`src/rtl/display_scan_arbiter_pkg.sv`:
```
// Shared constants, payload types and digit helpers for the 3-digit display scan arbiter.
package display_scan_arbiter_pkg;

  localparam int unsigned NIB_W   = 4;
  localparam int unsigned VAL_W   = 3 * NIB_W;
  localparam int unsigned SEL_W   = 3;
  localparam int unsigned DIG_W   = 2;
  localparam int unsigned OWNER_W = 2;

  localparam logic [SEL_W-1:0] SEL_OFF      = 3'b000;
  localparam logic [SEL_W-1:0] SEL_UNITS    = 3'b001;
  localparam logic [SEL_W-1:0] SEL_TENS     = 3'b010;
  localparam logic [SEL_W-1:0] SEL_HUNDREDS = 3'b100;

  localparam logic [DIG_W-1:0] DIG_UNITS    = 2'd0;
  localparam logic [DIG_W-1:0] DIG_TENS     = 2'd1;
  localparam logic [DIG_W-1:0] DIG_HUNDREDS = 2'd2;

  localparam logic [NIB_W-1:0] BLANK_CODE = 4'hF;

  // Display owner encoding (arbiter state)
  localparam logic [OWNER_W-1:0] OWN_NONE = 2'd0;
  localparam logic [OWNER_W-1:0] OWN_REQ0 = 2'd1;
  localparam logic [OWNER_W-1:0] OWN_REQ1 = 2'd2;

  typedef enum logic {
    PH_BLANK = 1'b0,
    PH_ON    = 1'b1
  } phase_e;

  typedef struct packed {
    logic [NIB_W-1:0] hundreds;
    logic [NIB_W-1:0] tens;
    logic [NIB_W-1:0] units;
  } bcd3_t;

  function automatic logic [SEL_W-1:0] digit_onehot(input logic [DIG_W-1:0] idx);
    logic [SEL_W-1:0] sel;
    case (idx)
      DIG_UNITS:    sel = SEL_UNITS;
      DIG_TENS:     sel = SEL_TENS;
      DIG_HUNDREDS: sel = SEL_HUNDREDS;
      default:      sel = SEL_OFF;
    endcase
    return sel;
  endfunction

  // Code sent to the 4511: invalid nibbles and suppressed leading zeros become blank
  function automatic logic [NIB_W-1:0] digit_code(input bcd3_t disp,
                                                  input logic [DIG_W-1:0] idx,
                                                  input logic lz);
    logic [NIB_W-1:0] nib;
    logic [NIB_W-1:0] code;
    case (idx)
      DIG_TENS:     nib = disp.tens;
      DIG_HUNDREDS: nib = disp.hundreds;
      default:      nib = disp.units;
    endcase
    code = (nib > 4'd9) ? BLANK_CODE : nib;
    if (lz) begin
      if ((idx == DIG_HUNDREDS) && (disp.hundreds == 4'd0))
        code = BLANK_CODE;
      if ((idx == DIG_TENS) && (disp.tens == 4'd0) && (disp.hundreds == 4'd0))
        code = BLANK_CODE;
    end
    return code;
  endfunction

endpackage

```
`src/rtl/display_scan_arbiter_if.sv`:
```
// Requester-side and display-side signals of the scan arbiter.
interface display_scan_arbiter_if;
  import display_scan_arbiter_pkg::*;

  logic [1:0]       req;
  bcd3_t            val0;
  bcd3_t            val1;
  logic [1:0]       gnt;
  logic [NIB_W-1:0] bcd;
  logic [SEL_W-1:0] digit_sel;
  logic             frame_start;

  modport master (output req, val0, val1,
                  input  gnt, bcd, digit_sel, frame_start);

  modport slave  (input  req, val0, val1,
                  output gnt, bcd, digit_sel, frame_start);

endinterface

```
`src/rtl/display_scan_arbiter_scan_timer.sv`:
```
// Slot prescaler and digit index. Counters hold the cycle currently on the pins;
// phase_c/digit_c/frame_first_c describe the cycle that starts at the next edge.
module display_scan_arbiter_scan_timer
  import display_scan_arbiter_pkg::*;
#(
  parameter int unsigned PRESCALE     = 8192,
  parameter int unsigned BLANK_CYCLES = 64
) (
  input  logic             clk,
  input  logic             rst_n,
  output phase_e           phase_c,
  output logic [DIG_W-1:0] digit_c,
  output logic             slot_end_c,
  output logic             frame_end_c,
  output logic             frame_first_c
);

  localparam int unsigned CW = (PRESCALE > 1) ? $clog2(PRESCALE) : 1;

  logic [CW-1:0]    cnt_q, cnt_d;
  logic [DIG_W-1:0] dig_q, dig_d;
  logic             live_q;

  assign slot_end_c  = live_q && (cnt_q == CW'(PRESCALE - 1));
  assign frame_end_c = slot_end_c && (dig_q == DIG_HUNDREDS);

  // The first edge after reset opens frame 1 at slot position 0
  always_comb begin
    cnt_d = cnt_q;
    dig_d = dig_q;
    if (!live_q) begin
      cnt_d = '0;
      dig_d = DIG_UNITS;
    end else if (slot_end_c) begin
      cnt_d = '0;
      dig_d = (dig_q == DIG_HUNDREDS) ? DIG_UNITS : dig_q + 2'd1;
    end else begin
      cnt_d = cnt_q + CW'(1);
    end
  end

  assign phase_c       = (cnt_d < CW'(BLANK_CYCLES)) ? PH_BLANK : PH_ON;
  assign digit_c       = dig_d;
  assign frame_first_c = (cnt_d == '0) && (dig_d == DIG_UNITS);

  always_ff @(posedge clk or negedge rst_n) begin
    if (!rst_n) begin
      cnt_q  <= '0;
      dig_q  <= DIG_UNITS;
      live_q <= 1'b0;
    end else begin
      cnt_q  <= cnt_d;
      dig_q  <= dig_d;
      live_q <= 1'b1;
    end
  end

endmodule

```
`src/rtl/display_scan_arbiter.sv`:
```
// Frame-boundary arbiter for a shared 3-digit multiplexed 7-segment display:
// owner selection with hold limit, per-frame value latch, digit scan and blanking.
module display_scan_arbiter
  import display_scan_arbiter_pkg::*;
#(
  parameter int unsigned PRESCALE     = 8192,
  parameter int unsigned BLANK_CYCLES = 64,
  parameter int unsigned MAX_HOLD     = 256,
  parameter bit          LZ_BLANK     = 1'b1
) (
  input  logic                  clk,
  input  logic                  rst_n,
  display_scan_arbiter_if.slave bus
);

  localparam int unsigned HW = $clog2(MAX_HOLD + 1);

  phase_e           phase_c;
  logic [DIG_W-1:0] digit_c;
  logic             slot_end_c;
  logic             frame_end_c;
  logic             frame_first_c;
  logic             boundary_c;

  logic [OWNER_W-1:0] owner_q, owner_d;
  logic [HW-1:0]      hold_q, hold_d;
  logic               hold_sat_c;
  bcd3_t              disp_q, disp_d;

  logic [1:0]       gnt_q, gnt_d;
  logic [NIB_W-1:0] bcd_q, bcd_d;
  logic [SEL_W-1:0] sel_q, sel_d;
  logic             fs_q;

  display_scan_arbiter_scan_timer #(
    .PRESCALE     (PRESCALE),
    .BLANK_CYCLES (BLANK_CYCLES)
  ) u_scan_timer (
    .clk           (clk),
    .rst_n         (rst_n),
    .phase_c       (phase_c),
    .digit_c       (digit_c),
    .slot_end_c    (slot_end_c),
    .frame_end_c   (frame_end_c),
    .frame_first_c (frame_first_c)
  );

  // Decisions are taken only on the last clock of the hundreds slot
  assign boundary_c = slot_end_c & frame_end_c;
  assign hold_sat_c = (hold_q >= HW'(MAX_HOLD));

  // Arbiter next state: owner, hold counter and latched value
  always_comb begin
    owner_d = owner_q;
    hold_d  = hold_q;
    disp_d  = disp_q;
    if (boundary_c) begin
      if ((owner_q == OWN_REQ0) && bus.req[0])
        owner_d = (bus.req[1] && hold_sat_c) ? OWN_REQ1 : OWN_REQ0;
      else if ((owner_q == OWN_REQ1) && bus.req[1])
        owner_d = (bus.req[0] && hold_sat_c) ? OWN_REQ0 : OWN_REQ1;
      else if (bus.req[0])
        owner_d = OWN_REQ0;
      else if (bus.req[1])
        owner_d = OWN_REQ1;
      else
        owner_d = OWN_NONE;

      if (owner_d != owner_q)
        hold_d = '0;
      else if (!hold_sat_c)
        hold_d = hold_q + HW'(1);

      case (owner_d)
        OWN_REQ0: disp_d = bus.val0;
        OWN_REQ1: disp_d = bus.val1;
        default:  disp_d = disp_q;
      endcase
    end
  end

  // Pin values for the cycle that begins at the next edge
  always_comb begin
    gnt_d = 2'b00;
    sel_d = SEL_OFF;
    bcd_d = BLANK_CODE;
    case (owner_d)
      OWN_REQ0: gnt_d = 2'b01;
      OWN_REQ1: gnt_d = 2'b10;
      default:  gnt_d = 2'b00;
    endcase
    if ((owner_d != OWN_NONE) && (phase_c == PH_ON)) begin
      sel_d = digit_onehot(digit_c);
      bcd_d = digit_code(disp_d, digit_c, LZ_BLANK);
    end
  end

  always_ff @(posedge clk or negedge rst_n) begin
    if (!rst_n) begin
      owner_q <= OWN_NONE;
      hold_q  <= '0;
      disp_q  <= '0;
    end else begin
      owner_q <= owner_d;
      hold_q  <= hold_d;
      disp_q  <= disp_d;
    end
  end

  always_ff @(posedge clk or negedge rst_n) begin
    if (!rst_n) begin
      gnt_q <= 2'b00;
      sel_q <= SEL_OFF;
      bcd_q <= BLANK_CODE;
      fs_q  <= 1'b0;
    end else begin
      gnt_q <= gnt_d;
      sel_q <= sel_d;
      bcd_q <= bcd_d;
      fs_q  <= frame_first_c;
    end
  end

  assign bus.gnt         = gnt_q;
  assign bus.digit_sel   = sel_q;
  assign bus.bcd         = bcd_q;
  assign bus.frame_start = fs_q;

endmodule

```
`src/flat_wrapper.sv`:
```
// flat-port wrapper written by rule: the top's interface ports become plain ports
module display_scan_arbiter_flat import display_scan_arbiter_pkg::*;
#(
  parameter int unsigned PRESCALE     = 8192,
  parameter int unsigned BLANK_CYCLES = 64,
  parameter int unsigned MAX_HOLD     = 256,
  parameter bit          LZ_BLANK     = 1'b1
)
  (clk, rst_n, bus_req, bus_val0, bus_val1, bus_gnt, bus_bcd, bus_digit_sel, bus_frame_start);
  display_scan_arbiter_if bus_i ();
  input  logic clk;
  input  logic rst_n;
  input wire logic [$bits(bus_i.req)-1:0] bus_req;
  input wire logic [$bits(bus_i.val0)-1:0] bus_val0;
  input wire logic [$bits(bus_i.val1)-1:0] bus_val1;
  output wire logic [$bits(bus_i.gnt)-1:0] bus_gnt;
  output wire logic [$bits(bus_i.bcd)-1:0] bus_bcd;
  output wire logic [$bits(bus_i.digit_sel)-1:0] bus_digit_sel;
  output wire logic [$bits(bus_i.frame_start)-1:0] bus_frame_start;
  assign bus_i.req = bus_req;
  assign bus_i.val0 = bus_val0;
  assign bus_i.val1 = bus_val1;
  assign bus_gnt = bus_i.gnt;
  assign bus_bcd = bus_i.bcd;
  assign bus_digit_sel = bus_i.digit_sel;
  assign bus_frame_start = bus_i.frame_start;
  display_scan_arbiter #(.PRESCALE(PRESCALE), .BLANK_CYCLES(BLANK_CYCLES), .MAX_HOLD(MAX_HOLD), .LZ_BLANK(LZ_BLANK)) u_core (.clk(clk), .rst_n(rst_n), .bus(bus_i));
endmodule
```
`config.mk`:
```
export PLATFORM = sky130hd
export DESIGN_NAME = display_scan_arbiter_flat
export DESIGN_NICKNAME = d
export VERILOG_FILES = /design/src/rtl/display_scan_arbiter_pkg.sv /design/src/rtl/display_scan_arbiter_if.sv /design/src/rtl/display_scan_arbiter_scan_timer.sv /design/src/rtl/display_scan_arbiter.sv /design/src/flat_wrapper.sv
export SDC_FILE = /design/constraint.sdc
export NUM_CORES = 1
export LEC_CHECK = 0
export CORE_MARGIN = 1.5
export CORE_UTILIZATION = 55
export DETAILED_ROUTE_END_ITERATION = 6
export PLACE_DENSITY = 0.8
export SLEW_MARGIN = 20
export SYNTH_ARGS = -nofsm -noshare
export SYNTH_HDL_FRONTEND = slang
export SYNTH_SLANG_ARGS = --single-unit
```
`constraint.sdc`:
```
create_clock -name clk -period 4 [get_ports clk]
set_input_delay 1.2 -clock clk [delete_from_list [all_inputs] [get_ports clk]]
set_output_delay 1.2 -clock clk [all_outputs]
set_load 0.005 [all_outputs]
```
Word-level counts from Yosys, hierarchy flattened
Index checks and enable logic that the tools add are counted.

Flip-flop bits (word level): 49. Input bits: 28. Output and inout port bits: 10. Word-level logic and storage cells: 75.

$add $sub $neg: 3. Order comparisons: 3. Equal/unequal tests: 12. Mux-type cells: 27. Bitwise gates (word level): 1. Reductions and logical operators: 17.

Operator list (number): 13-bit two-way mux (2); 12-bit one-hot mux with 2 select lines (1); 2-bit two-way mux (11); 4-bit two-way mux (5); 9-bit two-way mux (2); 13-bit by 1-bit adder with 13-bit output, second input constant (1); 13-bit == test, second input constant (1); 13-bit zero test (1); 13-bit by 7-bit less-than comparator with 1-bit output, second input constant (1); 12-bit two-way mux (1); 1-bit logical AND (11); 2-bit == test, second input constant (5); 9-bit by 1-bit adder with 9-bit output, second input constant (1); 9-bit greater-or-equal comparator, second input constant (1); 3-bit one-hot mux with 3 select lines (1); 2-bit by 1-bit == test with 1-bit output, second input constant (4); 4-bit zero test (2); 4-bit one-hot mux with 2 select lines (1); 4-bit greater-than comparator, second input constant (1); 2-bit one-hot mux with 2 select lines (1); 3-bit two-way mux (1); 2-bit by 1-bit adder with 2-bit output, second input constant (1); 2-bit zero test (1); 2-bit inequality test (1); 5 further kinds (5).

Depth between registers and ports, before layout
Gate-level depths: netlist of the first run.

Word-level depth: 16. Mapped depth: 14. Gate-level depth less buffers: 13.

Cells and area by module
Synthesis of the first run repeated with hierarchy kept, for this count alone.

Cells, all modules: 279. Area total of the unflattened synthesis: 2811.4 µm².

Modules (own cells, without submodules): display_scan_arbiter (times used 1, cells each 178, area each 1854.3 µm², seq. area each 830.8 µm²); display_scan_arbiter_scan_timer (times used 1, cells each 101, area each 957.2 µm², seq. area each 400.4 µm²).

Least setup slack after synthesis of the first run
OpenSTA, ideal clock, no wires.

Kind: input port to flip-flop. From: input bus_req[0]. To: register u_core.bcd_q[1], in the netlist u_core.bus.bcd[1]. Setup time: 0.083 ns. Data arrival time: 3.336 ns. Required time: 3.917 ns. Path slack: 0.582 ns. Stages: 10. Buffers on the path: 0. Cells stage by stage: inv_1 -> o31ai_4 -> ha_1 -> nand4b_1 -> nor4_4 -> mux2_2 -> a221o_1 -> o21a_1 -> a21oi_1 -> nand2_1.

RTL lines: start: declaration (line flat_wrapper.sv:13) `input wire logic [$bits(bus_i.req)-1:0] bus_req;`; end signal: assignment (line display_scan_arbiter.sv:114) `bcd_q <= BLANK_CODE;`; end signal: assignment (line display_scan_arbiter.sv:119) `bcd_q <= bcd_d;`; end: declaration (line display_scan_arbiter.sv:31) `logic [NIB_W-1:0] bcd_q, bcd_d;`.

==> results.toml, run 1 <==
[cts]
clock-root-buffer = "clkbuf_8"
post-cts-setup-buffer-count = 0
clk_pin_slew_ns = 0.09
clk_path_buf_depth = 2
htreeDepth = 2
cts_hold_buf = 0
numCtsBuffers = 5
cts_tree = "done"
cts-resized-gates = 0
clock_latency_ns = 0.31
numClockSinks = 49

[yosys]
yosysTopAreaCell = "dfrtp_1"
yosysWarnings = 0
synth_cells = 272
synthArstFlopShare_pct = 100.0
synth_common_cells = "dfrtp_1, nand2_1, nor2_1"
syn_nets = 310
synth_cell_types = 63
synth_flop_cell = "dfrtp_1"
yosysSeqAreaShare_pct = 42.71
yosysMostFrequentCell = "dfrtp_1"
synth_top_area_share_pct = 39.06
yosys-top-cells-area = "dfrtp_1, ha_1, mux2_2"
syn_area_per_cell_sq_um = 10.60
synth_edf_count = 0
synth_area_sq_um = 2883
synth_seq_cells = 49

[worst_hold_path]
hold_path_depth = 1
hold_end = "u_core.hold_q[6]"
hp-start = "u_core.hold_q[6]"
hold_class = "register to register"

[sta]
setup_violations = 0
max_freq_mhz = 270.3
finalHoldViolCount = 0
min_period_over_period_pct = 92.47
min_period_ns = 3.699
worstMarginPinSlew_ns = 0.6273
hold-worst-slack_ns = 0.4982
rsz0062_at_grt = "no"
relSlewSlack_pct = 58.18
skew_ns = 0.009336
final_max_slew_viol_count = 0

[global_route]
grt_pass1_vias = 2051
use_met2_pct = 36.94
gr-total-overflow = 0
grt_max_degree = 50
grt_usage_pct = 22.47
antenna_found_initial = 0
grt_pass1_wl_microns = 9639
busiest_layer = "met2"
grtUsageMet1_pct = 30.89
grt_use_met3_pct = 4.762

[worst_setup_path]
critical_path_arrival_ns = 3.93
cp-end-kind = "register"
r2r_cells = 12
worst-r2r-setup-slack_ns = 0.64
path_class = "input port to register"
r2r_start = "u_core.u_scan_timer.cnt_q[0]"
r2r-end = "u_core.bus.bcd[1]"
critPathLaunchType = "input port"
worstPathMaxFanout = 7
cp_data_required_time_ns = 4.23

[power_and_ir_drop]
leakage_nw = 1.539
p_switching_uw = 212.1
powerDensity_nw_per_um2 = 281.0
power_frac_comb_pct = 8.5
switching_share_pct = 22.07
p_int_uw = 748.9
ir_drop_mv = 0.1474
total_power_uw = 961.0
p_clk_share_pct = 38.8
power_frac_seq_pct = 52.7

[layout]
fin_util_pct = 67.38
area_growth_pct = 18.62
antenna_cells = 0
drive_above_1_share_pct = 16.83
nNetsFinal = 352
nFillCells = 397

[run]
drv_cap = 0

[die]
die_h_microns = 75.40
rows = 26
io_pins = 38
floorplan.initialDensity_pct = 56.80
die_w_microns = 75.40
dieArea_sq_um = 5684
core_area_sq_um = 5075

[detailed_routing]
wirelength_microns = 5809
vias_per_cell = 5.647
drtPass1Iterations = 4
routedWlPerCell_microns = 15.09
vias = 2174
ant_nets = 0
drc_errors = 0
drt-initial-drc-count = 197

[run_status]
status = "finished, final reports clean"

[placement]
io_buffers = 37
hpwl_microns = 4285
gp_congestion = 0.8510
layout by cell type, fill, tap and decap left out, drive strengths merged, types with 2 or more instances in the layout:
master	n
o41ai	2
buf	10
nor2b	3
mux2	12
a221oi	2
ha	10
a21o	3
nor3b	5
nor2	20
and2	6
clkbuf	7
nor4	3
o21ai	9
dfrtp	45
or4	2
o21a	2
nand4b	2
nor3	13
and3	5
nand3	7
a22o	12
xnor2	8
nand2	22
a22oi	3
a21oi	11
nand2b	5
clkdlybuf4s50	36
nand4	6
dfstp	4
inv	15
xor2	5
and4	2
o31ai	6
per-stage QoR:
stage               worst slack (ns)  TNS (ns)  cell area, sq um  cells
floorplan                     0.5819         0              2883    272
global placement             0.06728         0              3301    377
detailed placement          -0.01875  -0.01875              3301    377
CTS                           0.3094         0              3417    385
global route                 0.04363         0              3420    385
finish                        0.3010         0              3420    385
routing by layer:
metal | routed length (microns) | part of all wire (%) | up-vias
met5 | 0 | 0 | -
met4 | 38 | 0.65 | 0
met3 | 203 | 3.5 | 4
met2 | 2977 | 51 | 48
met1 | 2589 | 45 | 1065
li1 | - | - | 1057
registers in the layout (all words and copies together), names as in the netlist:
register and cells:
u_core.u_scan_timer.cnt_q 13, u_core.disp_q 12, u_core.hold_q 9, u_core.bus.bcd 4, u_core.bus.digit_sel 3, u_core.bus.gnt 2
u_core.owner_q 2, u_core.u_scan_timer.dig_q 2, u_core.bus.frame_start 1, u_core.u_scan_timer.live_q 1
power groups by stage:
| stage | Sequential [mW] | Clock [mW] | Combinational (mW) |
|---|---|---|---|
| final | 0.507 | 0.373 | 0.0812 |
| after CTS | 0.507 | 0.378 | 0.0823 |
| after detailed placement | 0.517 | 0 | 0.0818 |
| after global routing | 0.508 | 0.397 | 0.0896 |
| after floorplan | 0.514 | 0 | 0.0324 |
| after global placement | 0.517 | 0 | 0.0798 |
worst max-delay path by stage:
stage                           from           endpoint
after CTS                 bus_req[0]  u_core.bus.bcd[0]
after detailed placement  bus_req[0]  u_core.bus.bcd[0]
after global placement    bus_req[0]  u_core.bus.bcd[0]
final                     bus_req[1]  u_core.bus.bcd[0]
after floorplan           bus_req[0]  u_core.bus.bcd[1]
after global routing      bus_req[1]  u_core.bus.bcd[0]
critical path: stages:
cell and delay (ns):
clkdlybuf4s50_1 0.47, o21ai_0 0.12, nand2_1 0.15, inv_1 0.06, ha_1 0.31, nand4b_1 0.23
nor4_4 0.23, buf_4 0.22, mux2_4 0.31, a221oi_1 0.25, a21oi_1 0.11, o21ai_0 0.16
o211ai_1 0.11
layout make-up:
cell class	count	area, sq um	share of cell area, %
Multi-Input combinational cell	197	1493	43.65
Sequential cell	49	1231	36.00
Clock inverter	1	30.03	0.8782
Tap cell	70	87.58	2.561
Timing Repair Buffer	46	435.4	12.73
Inverter	15	56.30	1.647
Clock buffer	7	86.33	2.525
logic make-up after synthesis:
group	synth area share, %
AND/OR/NAND/NOR	23.22
multiplexers	5.165
AO/OA/AOI/OAI	14.97
other	0.1301
buffers and inverters	5.512
flip-flops	42.71
adder cells (fa/ha/maj)	4.340
XOR/XNOR	3.950
No activity file was read; power rests on OpenSTA's default activity.
==> inputs of run 2 (changes only) <==
--- a/config.mk
+++ b/config.mk
@@ -5,10 +5,12 @@
 export SDC_FILE = /design/constraint.sdc
 export NUM_CORES = 1
 export LEC_CHECK = 0
+export CELL_PAD_IN_SITES_DETAIL_PLACEMENT = 0
+export CELL_PAD_IN_SITES_GLOBAL_PLACEMENT = 2
 export CORE_MARGIN = 1.5
-export CORE_UTILIZATION = 55
+export CORE_UTILIZATION = 30
 export DETAILED_ROUTE_END_ITERATION = 6
-export PLACE_DENSITY = 0.8
+export PLACE_DENSITY_LB_ADDON = 0.1
 export SLEW_MARGIN = 20
 export SYNTH_ARGS = -nofsm -noshare
 export SYNTH_HDL_FRONTEND = slang
==> results.toml, run 2 (synthesized netlist as in run 1, its figures left out) <==
[die]
dieArea_sq_um = 10210
die_h_microns = 101.0
core_area_sq_um = 9284
rows = 35
floorplan.initialDensity_pct = 31.05
io_pins = 38
die_w_microns = 101.0

[layout]
nNetsFinal = 355
largest_reg_flops = 13
top_register = "u_core.u_scan_timer.cnt_q"
seqCellArea_sq_um = 1231
antenna_cells = 0
multiInputGateArea_sq_um = 1493
area_growth_pct = 22.01
layout_common_cells = "dfrtp_1, clkdlybuf4s50_1, nand2_1"
drive_above_1_share_pct = 17.92
top_regs = "u_core.u_scan_timer.cnt_q: 13 flops, u_core.disp_q: 12 flops, u_core.hold_q: 9 flops"
final_common_cell = "dfrtp_1"
nFillCells = 975
fin_cells = 447

[detailed_routing]
vias_per_cell = 4.772
vias = 2133
routedWlPerCell_microns = 14.80
drc_errors = 0
wirelength_microns = 6615
drt-initial-drc-count = 70
drtPass1Iterations = 4
ant_nets = 0

[sta]
setup_violations = 0
min_period_ns = 3.678
finalHoldViolCount = 0
skew_ns = 0.007595
final_max_slew_viol_count = 0
min_period_over_period_pct = 91.95
max_freq_mhz = 271.9
worstMarginPinSlew_ns = 0.6667
relSlewSlack_pct = 55.55
rsz0062_at_grt = "no"

[cts]
htreeDepth = 2
cts_hold_buf = 0
numClockSinks = 49
cts-resized-gates = 0
clk_pin_slew_ns = 0.10
clock_latency_ns = 0.31
cts_tree = "done"
clk_path_buf_depth = 2
numCtsBuffers = 5
clock-root-buffer = "clkbuf_8"
post-cts-setup-buffer-count = 0

[global_route]
gr-total-overflow = 0
grt_usage_pct = 14.11
antenna_found_initial = 0
grt_max_degree = 50
grt_pass1_wl_microns = 11080
grt_pass1_vias = 2167

[worst_hold_path]
hold_class = "register to register"
hp-start = "u_core.hold_q[6]"

[placement]
hpwl_microns = 4834
place_inst = 439
io_buffers = 37
gp_congestion = 0.7593

[worst_setup_path]
worstPathMaxFanout = 5
r2r_start = "u_core.u_scan_timer.cnt_q[0]"
cp_data_required_time_ns = 4.25
critPathLaunchType = "input port"
startpoint = "bus_req[0]"
critical_path_arrival_ns = 3.92
path_class = "input port to register"
cp-end-kind = "register"

[power_and_ir_drop]
leakage_nw = 1.551
total_power_uw = 976.9
powerDensity_nw_per_um2 = 277.8
ir_drop_mv = 0.1573

[run]
drv_cap = 0

[run_status]
status = "finished, final reports clean"
run 2: final cells by class:
class,instances,area share (%)
multi-input cells,197,42.44
flip-flops and latches,49,35.01
repair buffers,49,12.95
well taps,129,4.589
clock buffers,6,2.348
inverters,15,1.601
clock inverters,2,1.067
run 2: layer usage:
layer / track usage, % / vias to the layer above / share of wire [%]
met2: 23.70 / 27 / 50
met3: 2.288 / 4 / 2.2
li1: - / 1062 / -
met5: 0 / - / 0
met4: 3.846 / 0 / 0.86
met1: 18.83 / 1040 / 47
run 2: power by group:
group	internal [mW]	switching, mW
Clock	0.204	0.182
Combinational	0.0470	0.0373
Sequential	0.500	0.00733
run 2: through the flow:
step           hold slack (ns)  instance area, sq um  setup WS [ns]  setup TNS, ns  util [%]
2_1_floorplan           0.4441                  2883         0.5819              0         -
6_report                0.4843                  3517         0.3219              0     37.88
3_5_place_dp            0.4780                  3397       -0.04978        -0.1112     36.59
4_1_cts                 0.4915                  3517         0.2935              0     37.88
5_1_grt                 0.5238                  3517        0.07349              0     37.88
3_3_place_gp            0.4721                  3397       -0.02291       -0.02709     36.59
run 2: path summary, 6_finish.rpt:
kind / endpoint / cells past startpoint / slack, ns
setup / recovery: u_core.bus.bcd[1] / 12 / 0.32
hold / removal: u_core.hold_q[6] / 1 / 0.48
setup reg to reg: u_core.bus.bcd[0] / 12 / 0.72
hold reg to reg: u_core.hold_q[6] / 1 / 0.48
max in group asynchronous: u_core.owner_q[0] / 2 / 2.55
min in group asynchronous: u_core.u_scan_timer.cnt_q[5] / 2 / 0.99
run 2: worst max-delay path, cell delays in order:
cell and delay, ns:
clkdlybuf4s50_1 0.48, inv_1 0.08, o31ai_4 0.26, ha_1 0.28, nand4b_1 0.23, nor4_4 0.15
buf_4 0.18, mux2_2 0.37, a221o_1 0.36, o21a_1 0.14, a21oi_1 0.15, nand2_1 0.06
==> inputs of run 3 (changes only) <==
--- a/config.mk
+++ b/config.mk
@@ -10,8 +10,9 @@
 export CORE_MARGIN = 1.5
 export CORE_UTILIZATION = 30
 export DETAILED_ROUTE_END_ITERATION = 6
+export HOLD_SLACK_MARGIN = 0.02
 export PLACE_DENSITY_LB_ADDON = 0.1
-export SLEW_MARGIN = 20
+export SLEW_MARGIN = 40
 export SYNTH_ARGS = -nofsm -noshare
 export SYNTH_HDL_FRONTEND = slang
 export SYNTH_SLANG_ARGS = --single-unit
==> results of run 3 <==
Same layout as run 2: the final DEF is identical, and so are final timing and power.
